$ cat src/rtl/mem_access_ctrl_if.sv
// Request/response and byte-array bus for the memory access controller.
// The master side issues requests and supplies array read data; the slave side is the controller.
interface mem_access_ctrl_if;
  logic        req;
  logic        r_w;
  logic [1:0]  dt;
  logic [7:0]  addr;
  logic [31:0] wdata;
  logic [31:0] rdata;
  logic        moc;
  logic        busy;
  logic        err;
  logic [7:0]  mem_addr;
  logic [7:0]  mem_wdata;
  logic        mem_we;
  logic [7:0]  mem_rdata;

  modport master (
    output req, r_w, dt, addr, wdata, mem_rdata,
    input  rdata, moc, busy, err, mem_addr, mem_wdata, mem_we
  );

  modport slave (
    input  req, r_w, dt, addr, wdata, mem_rdata,
    output rdata, moc, busy, err, mem_addr, mem_wdata, mem_we
  );
endinterface

$ cat src/rtl/mem_access_ctrl.sv
// Byte-serial big-endian access controller: moves 1, 2 or 4 bytes between the
// requester and a 256x8 array, one byte per cycle, then pulses moc.
module mem_access_ctrl (
  input  logic             clk,
  input  logic             clr,
  mem_access_ctrl_if.slave bus
);

  typedef enum logic [1:0] {IDLE, XFER, DONE} state_t;

  state_t      state, state_nx;
  logic [1:0]  cnt, cnt_nx;
  logic        lat_rw;
  logic [1:0]  lat_dt;
  logic [7:0]  lat_addr;
  logic [31:0] lat_wdata;
  logic [31:0] acc, acc_nx;
  logic [31:0] rdata_q;
  logic        err_q;
  logic        we_q, we_nx;
  logic        illegal;
  logic        last;
  logic [1:0]  nbm1;
  logic [1:0]  idx;

  always_comb begin
    illegal = (bus.dt == 2'b11)
           || (bus.dt == 2'b01 && bus.addr[0])
           || (bus.dt == 2'b10 && bus.addr[1:0] != 2'b00);
    case (lat_dt)
      2'b00:   nbm1 = 2'd0;
      2'b01:   nbm1 = 2'd1;
      default: nbm1 = 2'd3;
    endcase
    // Big-endian: transfer k touches byte (N-1-k) of the word.
    idx  = nbm1 - cnt;
    last = (cnt == nbm1);
    acc_nx = acc;
    acc_nx[{idx, 3'b000} +: 8] = bus.mem_rdata;
  end

  always_comb begin
    state_nx = state;
    cnt_nx   = '0;
    we_nx    = 1'b0;
    case (state)
      IDLE: begin
        if (bus.req) begin
          if (illegal) begin
            state_nx = DONE;
          end else begin
            state_nx = XFER;
            we_nx    = !bus.r_w;
          end
        end
      end
      XFER: begin
        if (last) begin
          state_nx = DONE;
        end else begin
          cnt_nx = cnt + 2'd1;
          we_nx  = !lat_rw;
        end
      end
      DONE:    state_nx = IDLE;
      default: state_nx = IDLE;
    endcase
  end

  always_ff @(posedge clk or negedge clr) begin
    if (!clr) begin
      state <= IDLE;
      cnt   <= '0;
    end else begin
      state <= state_nx;
      cnt   <= cnt_nx;
    end
  end

  // mem_we is its own flop, precomputed one cycle ahead, so it never glitches.
  always_ff @(posedge clk or negedge clr) begin
    if (!clr) begin
      we_q      <= 1'b0;
      lat_rw    <= 1'b0;
      lat_dt    <= '0;
      lat_addr  <= '0;
      lat_wdata <= '0;
      acc       <= '0;
      rdata_q   <= '0;
      err_q     <= 1'b0;
    end else begin
      we_q <= we_nx;
      if (state == IDLE && bus.req) begin
        lat_rw    <= bus.r_w;
        lat_dt    <= bus.dt;
        lat_addr  <= bus.addr;
        lat_wdata <= bus.wdata;
        acc       <= '0;
        err_q     <= illegal;
      end else if (state == XFER && lat_rw) begin
        acc <= acc_nx;
        if (last) rdata_q <= acc_nx;
      end
    end
  end

  always_comb begin
    bus.mem_addr  = lat_addr + ((state == XFER) ? {6'b000000, cnt} : 8'h00);
    bus.mem_wdata = (state == XFER && !lat_rw) ? lat_wdata[{idx, 3'b000} +: 8] : '0;
    bus.mem_we    = we_q;
    bus.moc       = (state == DONE);
    bus.busy      = (state != IDLE);
    bus.err       = (state == DONE) && err_q;
    bus.rdata     = rdata_q;
  end

endmodule

$ cat src/flat_wrapper.sv
// flat-port wrapper written by rule: the top's interface ports become plain ports
module mem_access_ctrl_flat 
  (clk, clr, bus_req, bus_r_w, bus_dt, bus_addr, bus_wdata, bus_mem_rdata, bus_rdata, bus_moc, bus_busy, bus_err, bus_mem_addr, bus_mem_wdata, bus_mem_we);
  mem_access_ctrl_if bus_i ();
  input  logic clk;
  input  logic clr;
  input wire logic [$bits(bus_i.req)-1:0] bus_req;
  input wire logic [$bits(bus_i.r_w)-1:0] bus_r_w;
  input wire logic [$bits(bus_i.dt)-1:0] bus_dt;
  input wire logic [$bits(bus_i.addr)-1:0] bus_addr;
  input wire logic [$bits(bus_i.wdata)-1:0] bus_wdata;
  input wire logic [$bits(bus_i.mem_rdata)-1:0] bus_mem_rdata;
  output wire logic [$bits(bus_i.rdata)-1:0] bus_rdata;
  output wire logic [$bits(bus_i.moc)-1:0] bus_moc;
  output wire logic [$bits(bus_i.busy)-1:0] bus_busy;
  output wire logic [$bits(bus_i.err)-1:0] bus_err;
  output wire logic [$bits(bus_i.mem_addr)-1:0] bus_mem_addr;
  output wire logic [$bits(bus_i.mem_wdata)-1:0] bus_mem_wdata;
  output wire logic [$bits(bus_i.mem_we)-1:0] bus_mem_we;
  assign bus_i.req = bus_req;
  assign bus_i.r_w = bus_r_w;
  assign bus_i.dt = bus_dt;
  assign bus_i.addr = bus_addr;
  assign bus_i.wdata = bus_wdata;
  assign bus_i.mem_rdata = bus_mem_rdata;
  assign bus_rdata = bus_i.rdata;
  assign bus_moc = bus_i.moc;
  assign bus_busy = bus_i.busy;
  assign bus_err = bus_i.err;
  assign bus_mem_addr = bus_i.mem_addr;
  assign bus_mem_wdata = bus_i.mem_wdata;
  assign bus_mem_we = bus_i.mem_we;
  mem_access_ctrl u_core (.clk(clk), .clr(clr), .bus(bus_i));
endmodule
$ cat config.mk
export PLATFORM = sky130hd
export DESIGN_NAME = mem_access_ctrl_flat
export DESIGN_NICKNAME = d
export VERILOG_FILES = /design/src/rtl/mem_access_ctrl_if.sv /design/src/rtl/mem_access_ctrl.sv /design/src/flat_wrapper.sv
export SDC_FILE = /design/constraint.sdc
export NUM_CORES = 1
export LEC_CHECK = 0
export CAP_MARGIN = 5
export CORE_MARGIN = 4
export CORE_UTILIZATION = 51
export DETAILED_ROUTE_END_ITERATION = 6
export MAX_ROUTING_LAYER = met4
export PLACE_DENSITY_LB_ADDON = 0.12
export SETUP_SLACK_MARGIN = 0.1
export SKIP_CTS_REPAIR_TIMING = 1
export SYNTH_ARGS = -nofsm -noshare
export SYNTH_HDL_FRONTEND = slang
export SYNTH_SLANG_ARGS = --single-unit
$ cat constraint.sdc
create_clock -name clk -period 3.1 [get_ports clk]
set_clock_uncertainty 0.2 [all_clocks]
set_input_delay 0.62 -clock clk [delete_from_list [all_inputs] [get_ports clk]]
set_output_delay 0.62 -clock clk [all_outputs]
set_load 0.02 [all_outputs]
* After elaboration in Yosys (flattened, before gate mapping)
Index checks and enable logic that the tools add are counted.
** Operators by class
- $add $sub $neg :: 4
- Equality and inequality tests :: 9
- Shifts and indexed selects :: 3
- Multiplexer cells :: 16
- Bitwise operators :: 1
- Reduce and logical (&&, ||, !) cells :: 17
** Operators by type and width (count)
- 32-bit two-way mux :: 2
- 32-bit bitwise mux :: 1
- 8-bit by 7-bit variable shift with 32-bit output (first input constant) :: 1
- 32-bit by 6-bit variable part select with 8-bit output :: 1
- 8-bit by 7-bit variable part select with 32-bit output :: 1
- 2-bit two-way mux :: 6
- 8-bit adder :: 1
- 8-bit two-way mux :: 1
- 2-bit case mux with 2 select lines :: 2
- 5-bit negation with 7-bit output :: 1
- 2-bit by 1-bit == test with 1-bit output (second input constant) :: 3
- 2-bit == test (second input constant) :: 3
- 1-bit logical AND :: 6
- 2-bit nonzero test :: 3
- 2-bit logical NOT :: 2
- 1-bit two-way mux :: 3
- 3-bit AND reduction :: 1
- 2-bit by 1-bit adder with 2-bit output (second input constant) :: 1
- 2-bit == test :: 1
- 1-bit logical NOT :: 2
- 1-bit logical OR :: 2
- 2-bit by 1-bit != test with 1-bit output (second input constant) :: 1
- 2-bit != test (second input constant) :: 1
- 1-bit case mux with 2 select lines :: 1
- 3 further kinds :: 3
** Storage, ports and cells
- Flip-flop bits (word level) :: 113
- Output and inout port bits :: 52

* Longest topological paths before layout
- Depth in word-level cells :: 8
- Mapped depth :: 11
- Depth with buffers taken out :: 8

* Worst setup path after synthesis
OpenSTA, ideal clock, no wires.
- Kind :: register to output
- From :: register u_core.state[0]
- To :: output bus_mem_addr[6]
- Arrival :: 2048 ps
- Required time :: 2280 ps
- Setup slack :: 232 ps
- Stages on the path, launching flop included :: 9
- Cell sequence :: dfrtp_1 buf_2 nor2b_1 and2_1 ha_1 inv_1 fa_1 nor3_1 xor2_1
** On the way
- Word-level cells in the longest chain between the ends :: 3
** Ends and longest elaborated chain
- from (decl) :: line mem_access_ctrl.sv:11 : state_t state, state_nx;
- from (signal assigned) :: line mem_access_ctrl.sv:75 : state <= state_nx;
- 2-bit by 1-bit == test with 1-bit output :: line mem_access_ctrl.sv:108 : bus.mem_addr = lat_addr + ((state == XFER) ? {6'b000000, cnt} : 8'h00);
- 2-bit two-way mux :: line mem_access_ctrl.sv:108
- 8-bit adder :: line mem_access_ctrl.sv:108
- to (decl) :: line flat_wrapper.sv:17 : output wire logic [$bits(bus_i.mem_addr)-1:0] bus_mem_addr;
Every way passes these cells.

* Worst setup path after layout
- From :: register u_core.lat_dt[1]
- To :: output bus_mem_wdata[6]
** On the way
- Word-level cells in the longest chain between the ends :: 5
** Ends and longest elaborated chain
- from (decl) :: line mem_access_ctrl.sv:14 : logic [1:0] lat_dt;
- from (signal assigned) :: line mem_access_ctrl.sv:95 : lat_dt <= bus.dt;
- 2-bit by 1-bit == test with 1-bit output / 2-bit logical NOT (equally long branches) :: line mem_access_ctrl.sv:30 : case (lat_dt)
- 2-bit case mux with 2 select lines * :: line mem_access_ctrl.sv:30
- 2-bit subtractor * :: line mem_access_ctrl.sv:36 : idx = nbm1 - cnt;
- 32-bit by 6-bit variable part select with 8-bit output * :: line mem_access_ctrl.sv:109 : bus.mem_wdata = (state == XFER && !lat_rw) ? lat_wdata[{idx, 3'b000} +: 8] : '0;
- 8-bit two-way mux * :: line mem_access_ctrl.sv:109
- to (decl) :: line flat_wrapper.sv:18 : output wire logic [$bits(bus_i.mem_wdata)-1:0] bus_mem_wdata;
Mark *: on every way between the ends. The rest lies on a longest branch, timed or not.

==> flow_summary_export.csv <==
group,metric,value,unit
logic_synthesis,ys.flop_type,"dfrtp_1",
critical_path,cp-start-kind,"flip-flop",
sta,worst_pin_slew,1.03,ns
route,drt-wirelength-per-cell,17.7,um
logic_synthesis,synth_top_area_cell,"dfrtp_1",
global_routing,track_usage,20.3,%
clocking,cts_tree,"built",
sta,finalHoldViolCount,2,
clocking,clk_pin_slew_worst_paths,0.09,ns
logic_synthesis,yosysTopAreaCellShare,51.2,%
pwr,ir_worst_vdd,0.475,mV
final_layout,fin_util,66.9,%
logic_synthesis,syn_avg_cell_area,13.1,um^2
route,num_vias,3438,
sta,rsz0062_at_grt,"yes",
place,dpl-instance-area,6270,um^2
critical_path,crit_required,2.28,ns
sta,fmax,0.336,GHz
die,die_w,108,um
die,die_area,11700,um^2
global_routing,grt_overflow,0,
clocking,cts_buffer_depth,2,
global_routing,grt_pass1_wl,17.9,mm
logic_synthesis,async_flop_share,100,%
critical_path,worstSetupPathType,"flip-flop to output pin",
sta,hold_ws,-0.00235,ns
global_routing,grt_pass1_vias,3568,
sta,slew_viol_final,0,
logic_synthesis,synth-edff-count,0,
job,cap_violations,0,
pwr,power_frac_comb,56.3,%
pwr,p_leak,2.99,nW
route,via_per_inst,5.41,
route,dr.pass1.iters,4,
logic_synthesis,synth_warnings,0,
logic_synthesis,synthTopCellsByCount,"dfrtp_1, mux2_4, a22o_1, inv_1, nand2_1",
place,port-buffer-count,105,
logic_synthesis,yosysSeqAreaShare,51.2,%
outcome,violations,"hold timing",
final_layout,drive_gt1_share,26.4,%
critical_path,cp-end-kind,"output pin",
final_layout,n_fill_cell,763,
final_layout,final_cell_area,6540,um^2
logic_synthesis,synth.most_common_cell,"dfrtp_1",
final_layout,diodes,0,
route,finalWirelength,11.2,mm
place,dp_hpwl,8.01,mm
critical_path,path_cells,"nor2_2 -> ha_4 -> inv_4 -> buf_12 -> mux4_2 -> nor2b_1 -> buf_2",
logic_synthesis,syn_inst,392,
logic_synthesis,ys_ff_latch,105,
die,pin_count,106,
route,first_iter_violations,181,
clocking,clock_latency,0.36,ns
global_routing,antenna_found_initial,0,
critical_path,crit_family,"multiplexers",
final_layout,area_growth,27.6,%
logic_synthesis,ys_top_cells_by_area,"dfrtp_1, mux2_4, a22o_1, mux4_2, nand4_1",
sta,period_needed,2.98,ns
die,core,9770,um^2
logic_synthesis,synth_cell_types,40,
pwr,p_per_area,1070,nW/um^2
die,start_util,52.5,%
clocking,cts_made_buffers,9,
sta,finalCritPeriodShare,96.1,%
pwr,total_power,0.00701,W
route,ant_nets,0,
place,gp_congestion,0.774,
critical_path,cp_slowest_cell,"mux4_2",
logic_synthesis,syn_nets,453,
die,die_h,108,um
pwr,power_frac_clock,11.0,%
sta,setup_viol,0,
die,rows,36,
pwr,netSwitchingFraction,37.8,%
clocking,clock_sinks,105,
critical_path,crit_path_max_fanout,8,
critical_path,path_buf_inv,3,
clocking,htreeDepth,3,
sta,maxSlewHeadroom,31.2,%
logic_synthesis,syn_area,5130,um^2
pwr,intPower,0.00436,W
worst_hold_path,hold_class,"input pin to asynchronous set/reset pin",
outcome,status,"finished, violations left",
final_layout,nets,559,
critical_path,arrival,2.16,ns
pwr,power_frac_seq,32.8,%
pwr,p_sw,0.00265,W
critical_path,cpPeakStageDelay,0.48,ns
clocking,root_buffer,"clkbuf_8",
global_routing,grt_max_degree,53,
route,drc_errors,0,
## final cells by class
cell class                      instances  area, um^2  share of cell area, %
Clock inverter                          4        28.8                  0.440
Sequential cell                       105        2630                   40.2
Multi-Input combinational cell        235        2280                   34.9
Timing Repair Buffer                  123        1200                   18.3
Inverter                               24        92.6                   1.42
Tap cell                              133         166                   2.54
Clock buffer                           12         145                   2.22
## sequential cells by signal (all words and copies together), names as in the netlist
signal and cells:
u_core.acc 24, u_core.lat_dt 2, u_core.lat_rw 1, u_core.state 2, u_core.cnt 2, u_core.lat_addr 8
u_core.bus.rdata 32, u_core.bus.mem_we 1, u_core.err_q 1, u_core.lat_wdata 32
## power by group through the flow
stage / registers (W) / logic, W / clock network [W]
floorplan: 0.00243 / 0.00241 / 0
global placement: 0.00227 / 0.00371 / 0
detailed placement: 0.00229 / 0.00379 / 0
CTS: 0.00228 / 0.00382 / 0.000796
global route: 0.00236 / 0.00423 / 0.000850
finish: 0.00230 / 0.00394 / 0.000768
## kinds of logic after synthesis
family	count (synthesis)	synth area share, %
multiplexers	69	20.5
buffers and inverters	52	6.25
flip-flops	105	51.2
adder cells (fa/ha/maj)	7	1.85
AND/OR/NAND/NOR	94	10.4
XOR/XNOR	9	1.83
AO/OA/AOI/OAI	56	7.93
## placed cells by master, fill, tap and decap left out, drive strengths merged, types with 4 or more instances in the layout
cell type      Yosys  routed
o21ai             15      15
a21oi              4       4
o21a               8       8
nor2               5       5
buf               22      30
nor2b             11      11
nand2             20      20
clkbuf             6      14
a22o              24      24
nor3               6       6
mux2              53      53
mux2i              8       8
mux4               8       8
inv               24      24
dfrtp            105     105
xor2               4       4
nand4             15      15
nand3             12      12
xnor2              4       4
ha                 6       6
clkdlybuf4s50      0      89
and2               5       5
nand2b            12      12
## metal layers
metal | GRT usage [%] | vias to the layer above | part of all wire, %
met4 | 5.68 | 0 | 1.2
li1 | - | 1577 | -
met2 | 33.0 | 93 | 50
met5 | - | - | 0
met1 | 25.4 | 1754 | 43
met3 | 5.01 | 14 | 5.8
## through the flow
stage | setup TNS, ns | instances | setup slack [ns]
after floorplan | 0 | 392 | 0.232
after global placement | 0 | 618 | 0.0172
after detailed placement | -0.0326 | 618 | -0.0305
after CTS | -4.93 | 634 | -0.433
after global routing | 0 | 636 | 0.0378
final | 0 | 636 | 0.120
## path summary, 6_finish.rpt
| kind | from | to | slack, ns | cells after the start |
|---|---|---|---|---|
| min | clr | u_core.lat_addr[4] | -0.002 | 1 |
| min in group clk | u_core.bus.rdata[24] | u_core.bus.rdata[24] | 0.30 | 1 |
| max in group asynchronous | clr | u_core.lat_wdata[6] | 2.01 | 2 |
| max reg2reg | u_core.lat_dt[1] | u_core.acc[14] | 0.41 | 7 |
| max | u_core.lat_dt[1] | bus_mem_wdata[6] | 0.12 | 7 |
| min reg2reg | u_core.bus.rdata[24] | u_core.bus.rdata[24] | 0.30 | 1 |
(Power assumes the default switching activity.)
